`src/rtl/mdio_master_if.sv`:
```
// mdio_master_if: request/response bundle between the register front end and
// the MDIO frame engine.
//   start     request pulse (ignored while busy)
//   op_read   1 = read frame, 0 = write frame
//   phy_addr  PHYAD, reg_addr REGAD, wdata write payload
//   rdata     read result, rd_err missing read turnaround acknowledge
//   busy      transaction in progress, done one-clk completion pulse
// modport master: request side (front end); modport slave: the frame engine.
interface mdio_master_if;
  logic        start;
  logic        op_read;
  logic [4:0]  phy_addr;
  logic [4:0]  reg_addr;
  logic [15:0] wdata;
  logic [15:0] rdata;
  logic        rd_err;
  logic        busy;
  logic        done;

  modport master (
    output start, op_read, phy_addr, reg_addr, wdata,
    input  rdata, rd_err, busy, done
  );

  modport slave (
    input  start, op_read, phy_addr, reg_addr, wdata,
    output rdata, rd_err, busy, done
  );
endinterface

```
`src/rtl/mdio_master.sv`:
```
// mdio_master: IEEE 802.3 Clause 22 MDIO management-frame initiator.
// Generates MDC (f_clk / (2*CLK_DIV)) and serialises 64-bit read/write frames:
// 32-bit preamble, ST, OP, PHYAD, REGAD, TA, 16 data bits, MSB first.
// The MDIO line changes only at MDC fall events; mdio_i is sampled in the clk
// cycle in which MDC is about to rise.
// Ports:
//   clk      system clock
//   rst      synchronous, active-low reset
//   req      mdio_master_if.slave request/response bundle
//   mdc      management clock, free running after reset
//   mdio_o   MDIO drive value, mdio_oe 1 = master drives MDIO
//   mdio_i   MDIO pad input (board pull-up)
// Optional build macro MDIO_RD_ACK_CHECK_EN: sample the second TA bit of read
// frames and flag rd_err when the PHY did not pull it low. Without it rd_err
// is constant 0.
module mdio_master #(
  parameter int unsigned CLK_DIV = 20
) (
  input  logic          clk,
  input  logic          rst,
  mdio_master_if.slave  req,
  output logic          mdc,
  output logic          mdio_o,
  output logic          mdio_oe,
  input  logic          mdio_i
);

  typedef enum logic [2:0] {
    S_IDLE,
    S_WAIT,
    S_PRE,
    S_HDR,
    S_TA,
    S_DATA
  } state_e;

  localparam logic [7:0] DIV_LAST = 8'(CLK_DIV - 1);

  state_e      state_q, state_d;
  logic [7:0]  div_q, div_d;
  logic        mdc_q, mdc_d;
  logic        tick, fall_ev, rise_ev;
  logic [5:0]  cnt_q, cnt_d;
  logic        op_q, op_d;
  logic [4:0]  phy_q, phy_d;
  logic [4:0]  reg_q, reg_d;
  logic [15:0] wdata_q, wdata_d;
  logic [15:0] tx_q, tx_d;
  logic [15:0] rx_q, rx_d;
  logic [15:0] rdata_q, rdata_d;
  logic        mdio_o_q, mdio_o_d;
  logic        mdio_oe_q, mdio_oe_d;
  logic        busy_q, busy_d;
  logic        done_q, done_d;
  logic [13:0] hdr;
`ifdef MDIO_RD_ACK_CHECK_EN
  logic        ack_q, ack_d;
  logic        rd_err_q, rd_err_d;
`endif

  // MDC divider: one tick per half period, the tick toggles MDC.
  always_comb begin
    tick    = (div_q == DIV_LAST);
    div_d   = tick ? '0 : div_q + 8'd1;
    mdc_d   = tick ? ~mdc_q : mdc_q;
    fall_ev = tick & mdc_q;
    rise_ev = tick & ~mdc_q;
  end

  assign hdr = {2'b01, (op_q ? 2'b10 : 2'b01), phy_q, reg_q};

  // Each fall event loads the value of the bit that starts there, so the
  // drive decisions below always describe the next bit on the line.
  always_comb begin
    state_d   = state_q;
    cnt_d     = cnt_q;
    op_d      = op_q;
    phy_d     = phy_q;
    reg_d     = reg_q;
    wdata_d   = wdata_q;
    tx_d      = tx_q;
    rx_d      = rx_q;
    rdata_d   = rdata_q;
    mdio_o_d  = mdio_o_q;
    mdio_oe_d = mdio_oe_q;
    busy_d    = busy_q;
    done_d    = 1'b0;
`ifdef MDIO_RD_ACK_CHECK_EN
    ack_d     = ack_q;
    rd_err_d  = rd_err_q;
`endif

    case (state_q)
      S_IDLE: begin
        if (req.start) begin
          op_d    = req.op_read;
          phy_d   = req.phy_addr;
          reg_d   = req.reg_addr;
          wdata_d = req.wdata;
          busy_d  = 1'b1;
          state_d = S_WAIT;
`ifdef MDIO_RD_ACK_CHECK_EN
          rd_err_d = 1'b0;
`endif
        end
      end

      S_WAIT: begin
        if (fall_ev) begin
          state_d   = S_PRE;
          cnt_d     = '0;
          mdio_oe_d = 1'b1;
          mdio_o_d  = 1'b1;
        end
      end

      S_PRE: begin
        if (fall_ev) begin
          if (cnt_q == 6'd31) begin
            state_d  = S_HDR;
            cnt_d    = '0;
            mdio_o_d = hdr[13];
            tx_d     = {hdr[12:0], 3'b000};
          end else begin
            cnt_d = cnt_q + 6'd1;
          end
        end
      end

      S_HDR: begin
        if (fall_ev) begin
          if (cnt_q == 6'd13) begin
            state_d   = S_TA;
            cnt_d     = '0;
            mdio_o_d  = 1'b1;
            mdio_oe_d = ~op_q;
          end else begin
            cnt_d    = cnt_q + 6'd1;
            mdio_o_d = tx_q[15];
            tx_d     = {tx_q[14:0], 1'b0};
          end
        end
      end

      S_TA: begin
`ifdef MDIO_RD_ACK_CHECK_EN
        if (rise_ev && op_q && (cnt_q == 6'd1)) begin
          ack_d = mdio_i;
        end
`endif
        if (fall_ev) begin
          if (cnt_q == 6'd0) begin
            cnt_d = 6'd1;
            if (!op_q) begin
              mdio_o_d = 1'b0;
            end
          end else begin
            state_d = S_DATA;
            cnt_d   = '0;
            if (!op_q) begin
              mdio_o_d = wdata_q[15];
              tx_d     = {wdata_q[14:0], 1'b0};
            end
          end
        end
      end

      S_DATA: begin
        if (rise_ev && op_q) begin
          rx_d = {rx_q[14:0], mdio_i};
        end
        if (fall_ev) begin
          if (cnt_q == 6'd15) begin
            state_d   = S_IDLE;
            cnt_d     = '0;
            mdio_oe_d = 1'b0;
            mdio_o_d  = 1'b1;
            busy_d    = 1'b0;
            done_d    = 1'b1;
            if (op_q) begin
              rdata_d = rx_q;
`ifdef MDIO_RD_ACK_CHECK_EN
              rd_err_d = ack_q;
`endif
            end
          end else begin
            cnt_d = cnt_q + 6'd1;
            if (!op_q) begin
              mdio_o_d = tx_q[15];
              tx_d     = {tx_q[14:0], 1'b0};
            end
          end
        end
      end

      default: begin
        state_d = S_IDLE;
      end
    endcase
  end

  always_ff @(posedge clk) begin
    if (!rst) begin
      state_q   <= S_IDLE;
      div_q     <= '0;
      mdc_q     <= 1'b0;
      cnt_q     <= '0;
      op_q      <= 1'b0;
      phy_q     <= '0;
      reg_q     <= '0;
      wdata_q   <= '0;
      tx_q      <= '0;
      rx_q      <= '0;
      rdata_q   <= '0;
      mdio_o_q  <= 1'b1;
      mdio_oe_q <= 1'b0;
      busy_q    <= 1'b0;
      done_q    <= 1'b0;
`ifdef MDIO_RD_ACK_CHECK_EN
      ack_q     <= 1'b1;
      rd_err_q  <= 1'b0;
`endif
    end else begin
      state_q   <= state_d;
      div_q     <= div_d;
      mdc_q     <= mdc_d;
      cnt_q     <= cnt_d;
      op_q      <= op_d;
      phy_q     <= phy_d;
      reg_q     <= reg_d;
      wdata_q   <= wdata_d;
      tx_q      <= tx_d;
      rx_q      <= rx_d;
      rdata_q   <= rdata_d;
      mdio_o_q  <= mdio_o_d;
      mdio_oe_q <= mdio_oe_d;
      busy_q    <= busy_d;
      done_q    <= done_d;
`ifdef MDIO_RD_ACK_CHECK_EN
      ack_q     <= ack_d;
      rd_err_q  <= rd_err_d;
`endif
    end
  end

  assign mdc        = mdc_q;
  assign mdio_o     = mdio_o_q;
  assign mdio_oe    = mdio_oe_q;
  assign req.rdata  = rdata_q;
  assign req.busy   = busy_q;
  assign req.done   = done_q;
`ifdef MDIO_RD_ACK_CHECK_EN
  assign req.rd_err = rd_err_q;
`else
  assign req.rd_err = 1'b0;
`endif

endmodule

```
`src/flat_wrapper.sv`:
```
// flat-port wrapper written by rule: the top's interface ports become plain ports
module mdio_master_flat 
#(
  parameter int unsigned CLK_DIV = 20
)
  (clk, rst, mdc, mdio_o, mdio_oe, mdio_i, req_start, req_op_read, req_phy_addr, req_reg_addr, req_wdata, req_rdata, req_rd_err, req_busy, req_done);
  mdio_master_if req_i ();
  input  logic clk;
  input  logic rst;
  output logic mdc;
  output logic mdio_o;
  output logic mdio_oe;
  input  logic mdio_i;
  input wire logic [$bits(req_i.start)-1:0] req_start;
  input wire logic [$bits(req_i.op_read)-1:0] req_op_read;
  input wire logic [$bits(req_i.phy_addr)-1:0] req_phy_addr;
  input wire logic [$bits(req_i.reg_addr)-1:0] req_reg_addr;
  input wire logic [$bits(req_i.wdata)-1:0] req_wdata;
  output wire logic [$bits(req_i.rdata)-1:0] req_rdata;
  output wire logic [$bits(req_i.rd_err)-1:0] req_rd_err;
  output wire logic [$bits(req_i.busy)-1:0] req_busy;
  output wire logic [$bits(req_i.done)-1:0] req_done;
  assign req_i.start = req_start;
  assign req_i.op_read = req_op_read;
  assign req_i.phy_addr = req_phy_addr;
  assign req_i.reg_addr = req_reg_addr;
  assign req_i.wdata = req_wdata;
  assign req_rdata = req_i.rdata;
  assign req_rd_err = req_i.rd_err;
  assign req_busy = req_i.busy;
  assign req_done = req_i.done;
  mdio_master #(.CLK_DIV(CLK_DIV)) u_core (.clk(clk), .rst(rst), .req(req_i), .mdc(mdc), .mdio_o(mdio_o), .mdio_oe(mdio_oe), .mdio_i(mdio_i));
endmodule
```
`config.mk`:
```
export PLATFORM = sky130hd
export DESIGN_NAME = mdio_master_flat
export DESIGN_NICKNAME = d
export VERILOG_FILES = /design/src/rtl/mdio_master_if.sv /design/src/rtl/mdio_master.sv /design/src/flat_wrapper.sv
export SDC_FILE = /design/constraint.sdc
export NUM_CORES = 1
export LEC_CHECK = 0
export ABC_AREA = 1
export CAP_MARGIN = 10
export CORE_UTILIZATION = 56
export CTS_CLUSTER_SIZE = 24
export DETAILED_ROUTE_END_ITERATION = 10
export DONT_BUFFER_PORTS = 1
export GPL_TIMING_DRIVEN = 0
export PLACE_DENSITY = 0.69
export SYNTH_ARGS = -nofsm -noshare
export SYNTH_HDL_FRONTEND = slang
export SYNTH_SLANG_ARGS = --single-unit
```
`constraint.sdc`:
```
create_clock -name clk -period 2.2 [get_ports clk]
set_input_delay 0.66 -clock clk [delete_from_list [all_inputs] [get_ports clk]]
set_output_delay 0.66 -clock clk [all_outputs]
set_load 0.01 [all_outputs]
```
## Yosys cells after proc, flatten, opt, wreduce, memory -nomap -nowiden

Cells that the tools add are included.

- Reductions and logical operators: 18
- Bitwise operators: 5
- Eq/ne operators: 24
- Mux-type cells: 54
- $add $sub $neg: 2

Operators by type and width:

| cell | count |
|---|---|
| 16-bit two-way mux | 10 |
| 16-bit case mux with 4 select lines | 1 |
| 6-bit two-way mux | 8 |
| 3-bit two-way mux | 10 |
| 6-bit case mux with 5 select lines | 1 |
| 1-bit two-way mux | 19 |
| 3-bit case mux with 6 select lines | 1 |
| 2-bit by 1-bit inequality test with 1-bit output, second input constant | 8 |
| 6-bit by 4-bit equality test with 1-bit output, second input constant | 2 |
| 2-bit inequality test, second input constant | 6 |
| 6-bit AND reduction | 2 |
| 11-bit AND reduction | 1 |
| 10-bit AND reduction | 1 |
| 9-bit AND reduction | 1 |
| 8-bit by 1-bit adder with 8-bit output, second input constant | 1 |
| 8-bit by 5-bit equality test with 1-bit output, second input constant | 1 |
| 4-bit AND reduction | 2 |
| 6-bit by 1-bit adder with 6-bit output, second input constant | 1 |
| 3-bit by 2-bit equality test with 1-bit output, second input constant | 2 |
| 3-bit equality test, second input constant | 2 |
| 6-bit by 5-bit equality test with 1-bit output, second input constant | 1 |
| 6-bit logical NOT | 1 |
| 1-bit case mux with 5 select lines | 1 |
| 5-bit nonzero test | 1 |
| other kinds (15) | 19 |

- Register bits after elaboration: 97
- Input port bits: 31
- Output and inout port bits: 22
- Word-level logic and storage cells: 118

## Longest topological paths before layout

- Depth in word-level cells: 4
- Gate-level depth with buffers: 12
- Gate-level depth less buffers: 12

## Worst setup path before layout

No wires, ideal clock.

- Kind: register -> register
- From: register u_core.div_q[0]
- To: register u_core.tx_q[10]
- Path slack: 562 ps
- Setup time: 113 ps
- Buffers on the path: 1
- Arrival: 1525 ps
- Data required time: 2087 ps
- Clock period less this slack: 1638 ps
- Stages on the path, launching flop included: 12
- Path through: dfxtp_1 ha_1 nand2_1 nor2_2 nand3_2 nand2_1 nand2_1 nor2_2 nand3_2 buf_2 nor2_1 nor2_1

- Cells in the longest elaborated chain, start to end: 4
- Elaborated cells on any way between the ends: 7
- Classes of those cells: eq/ne: 5; bitwise: 1; reduce/logical: 1

Ends and longest elaborated chain:

| what | RTL line | text |
|---|---|---|
| from (decl) | mdio_master.sv:40 | `logic [7:0] div_q, div_d;` |
| from (signal assigned) | mdio_master.sv:225 | `div_q <= div_d;` |
| 8-bit by 5-bit equality test with 1-bit output * | mdio_master.sv:63 | `tick = (div_q == DIV_LAST);` |
| 1-bit bitwise AND * | mdio_master.sv:66 | `fall_ev = tick & mdc_q;` |
| 2-bit by 1-bit inequality test with 1-bit output (no line) | -- |  |
| 11-bit AND reduction (no line) * | -- |  |
| to (signal assigned) | mdio_master.sv:232 | `tx_q <= tx_d;` |
| to (decl) | mdio_master.sv:48 | `logic [15:0] tx_q, tx_d;` |

Every way passes the cells marked *; elsewhere a longest branch is shown, timed or not.
A chain may end at the register's enable or synchronous reset.

## Worst setup path after layout

- From: register u_core.div_q[0]
- To: register u_core.cnt_q[5]

- Cells in the longest elaborated chain, start to end: 4
- Elaborated cells on any way between the ends: 8
- Classes of those cells: eq/ne: 6; bitwise: 1; reduce/logical: 1

Ends and longest elaborated chain:

| what | RTL line | text |
|---|---|---|
| 8-bit by 5-bit equality test with 1-bit output * | mdio_master.sv:63 |  |
| 1-bit bitwise AND * | mdio_master.sv:66 |  |
| 2-bit by 1-bit inequality test with 1-bit output (no line) | -- |  |
| 6-bit AND reduction (no line) * | -- |  |
| to (signal assigned) | mdio_master.sv:227 | `cnt_q <= cnt_d;` |
| to (decl) | mdio_master.sv:43 | `logic [5:0] cnt_q, cnt_d;` |

Marks and branches as above.

==> summary.md <==
| Metric | Value |
|---|---|
| PD cells | `1070 nW/µm²` |
| Hold Path Class | `input port to flop` |
| Status | `finished, final reports clean` |
| Startpoint types | `flop` |
| Wire per inst | `approximately 13 µm` |
| Distinct cell type count after synthesis | `31` |
| Vias/cell | `a little over 5` |
| Post CTS Setup Buffer Count | `0` |
| Die Y | `between 80 and 90 µm` |
| Maximum vdd drop | `between 400 and 500 µV` |
| I/O Buffers | `0` |
| Rel. slew slack | `a little over three fifths` |
| Area after DPL | `4320 µm²` |
| Post-synthesis simple-gate area fraction | `22.5%` |
| Final instance area | `between 4000 and 5000 µm²` |
| Clock sink total | `96` |
| Final worst slack | `between 200 and 300 ps` |
| Site row count | `31` |
| ANT cells | `0` |
| I/O pin count | `53` |
| Clock slew at reported path FFs | `~90 ps` |
| Number of H-tree levels | `3` |
| Period utilization | `about nine tenths` |
| Mux cell area share after synthesis | `0%` |
| Setup TNS | `0 ps` |
| Multi-input logic area | `roughly 1800 µm²` |
| Final Wtd Congestion | `0.874` |
| Post-CTS sizing | `0` |
| Critical path buffers and inverters | `1` |
| FF+latch area | `slightly below 2000 µm²` |
| DRT iter0 DRCs | `a little over 200` |
| Crit-path slowest cell | `dfxtp_1` |
| Worst Path Required | `2490 ps` |
| EDFF count, synth | `0` |
| Gr ovfl total | `0` |
| Leakage dissipation | `~1.9 nW` |
| Final Total Pwr | `about 0.005 W` |
| Worst setup EP type | `flop` |
| First-pass detailed-route iteration total | `6` |
| Setup slack, reg-to-reg | `around 260 ps` |
| Met1 Routed Length | `4450 µm` |
| Hold Vio Cnt, Final | `0` |
| Area grow syn2layout | `8.20%` |
| Core area | `approximately 7300 µm²` |
| Initial antenna violation count | `0` |
| Top routing layer used | `met4` |
| Hold-fix buffers at CTS | `0` |
| Area leader, netlist | `dfxtp_1` |
| CTS tree | `yes` |
| Worst skew pair latency | `roughly 370 ps` |
| Crit Path Class | `flop to flop` |
| Yosys top cell area share | `around 46%` |
| TritonCTS Buffers | `9` |
| WL met3 | `between 400 and 500 µm` |
| WL met2 | `around 4400 µm` |
| Seq cells post-synth | `96` |
| Dpl hpwl | `about 6800 µm` |
| Dpl ws | `around 120 ps` |
| Synth area leaders | `dfxtp_1, nand2_1, inv_1` |
| Delay-heaviest family, CP | `simple AND/OR/NAND/NOR gates` |
| Seq/Total Area, Yosys | `45.8%` |
| Synthesized-area fraction occupied by adder cells | `about 1.2%` |
| Number of global-route vias before repair | `~3300` |
| Asr flop ratio synth | `0%` |
| Drc violations | `0` |
| Share of cells above drive strength 1 | `a little over 7%` |
| Root Buffer | `clkbuf_8` |
| Unrepaired setup endpoints after global routing | `no` |
| Dominant combinational cell family by area after synthesis | `simple AND/OR/NAND/NOR gates` |
| Synth Area in XOR/XNOR | `less than 1%` |
| Die area | `slightly below 8000 µm²` |
| Clock Tree Buf Depth | `2` |
| Fmax | `516 MHz` |
| Crit path DAT | `2230 ps` |
| Starting density of the core | `around 58%` |
| Syn avg cell area | `approximately 7.1 µm²` |
| Max-cap viol count | `0` |
| Mapped cell area | `roughly 4200 µm²` |
| Mapped Cells | `slightly below 600` |
| Fillers | `672` |
| ANT nets after route | `0` |
| Total global-route track usage | `25.4%` |
| CP Cell Sequence | `ha_1 -> nand2_1 -> nor2_4 -> nand3_4 -> nor2_1 -> inv_1 -> nor2_1 -> nand3_1 -> a21oi_1` |
| Total Routed Length | `roughly 9400 µm` |
| Worst slew pin tran | `between 500 and 600 ps` |
| Post-synthesis compound-gate area fraction | `between 10% and 20%` |
| Max incr delay on CP | `around 370 ps` |
| Setup-failing EPs final | `0` |
| Largest net degree at the start of global routing | `18` |
| Vias | `between 3000 and 4000` |
| Syn_nets | `622` |
| Horiz. Die Dim | `88.6 µm` |
| Final number of max-transition violations | `0` |
| First-pass GRT wire length | `approximately 15000 µm` |
| Critical path fanouts, max | `10` |
| Most frequent CP cell | `nor2_1` |
| YS warnings | `0` |
| Final setup skew | `approximately 7.8 ps` |
| Dominant synthesized flop cell | `dfxtp_1` |
| Final Critical Period | `1940 ps` |
| Nets | `about 630` |
-- routing by layer --
| layer | vias up | track usage (%) |
|---|---|---|
| met5 | - | 0 |
| met4 | 0 | 7.48 |
| met3 | 10 | 5.78 |
| met2 | 69 | 42.4 |
| met1 | 1642 | 33.0 |
| li1 | 1914 | - |
-- Yosys cell counts, types with 3 or more instances --
cell,n
ha_1,4
a211oi_1,15
nand2_1,99
buf_2,8
clkbuf_1,14
buf_4,3
nor3_1,10
o21ai_0,53
nand3_1,16
a21oi_1,56
dfxtp_1,96
inv_1,89
nor2_1,87
o221ai_1,12
nor4_1,3
-- worst reg2reg max path: stages, from the launching register on --
cell and delay [ps]:
dfxtp_1 370, ha_1 180, nand2_1 110, nor2_4 170, nand3_4 150, nor2_1 280, inv_1 200, nor2_1 190
nand3_1 100, a21oi_1 130
-- power breakdown --
part / total (W) / switching, W / internal, W
logic: 0.00148 / 0.000982 / 0.000498
registers: 0.00221 / 0.000157 / 0.00205
clock network: 0.00119 / 0.000652 / 0.000537
-- registers in the layout (all words and copies together), names as in the netlist --
name	flops
u_core.rx_q	16
u_core.mdc	1
u_core.op_q	1
u_core.cnt_q	6
u_core.req.busy	1
u_core.wdata_q	16
u_core.mdio_o	1
u_core.req.rdata	16
u_core.tx_q	15
u_core.div_q	8
u_core.phy_q	5
u_core.state_q	3
u_core.req.done	1
u_core.reg_q	5
u_core.mdio_oe	1
-- kinds of logic (layout without fill, tap and decap cells) --
kind of cell	count (synthesis)	after routing
DFF	96	96
and+or+nand+nor	227	227
buffers and inverters	119	135
other	1	1
adders and majority gates	4	4
xor gates and xnor gates	1	1
AOI/OAI and AO/OA	139	139
-- final timing paths --
kind                      from                 end  cells after the start
min reg2reg  u_core.wdata_q[7]   u_core.wdata_q[7]                      2
min              req_wdata[14]  u_core.wdata_q[14]                      2
max reg2reg    u_core.div_q[0]     u_core.cnt_q[5]                      9
max            u_core.div_q[0]     u_core.cnt_q[5]                      9
-- metrics by stage --
| step | utilization, % | hold slack [ps] | cells |
|---|---|---|---|
| 6_report | 62.6 | 432 | 702 |
| 5_1_grt | 62.6 | 443 | 702 |
| 3_5_place_dp | 59.5 | 449 | 686 |
| 3_3_place_gp | 59.5 | 433 | 686 |
| 4_1_cts | 62.3 | 425 | 702 |
| 2_1_floorplan | - | 418 | 587 |
-- placed cells by master (no fill, tap or decap), drive strengths merged --
cell / n
nor3: 11
a211oi: 15
nor2: 90
nand3: 18
xor2: 1
nand2: 101
nor4: 3
o22ai: 1
buf: 13
clkinvlp: 2
nand3b: 1
o21ai: 54
nand4: 1
o211ai: 1
dfxtp: 96
conb: 1
a21oi: 56
nor3b: 2
ha: 4
clkbuf: 23
inv: 94
o221ai: 12
bufinv: 1
clkinv: 2
-- cell type report --
cell class                      count  area share, %
Tap cell                           99           2.73
Clock inverter                      7           1.74
Buffer                             27           3.03
Clock buffer                        9           2.73
Sequential cell                    96           42.3
Inverter                           92           7.61
Multi-Input combinational cell    372           39.8
No activity file was read; power rests on OpenSTA's default activity.
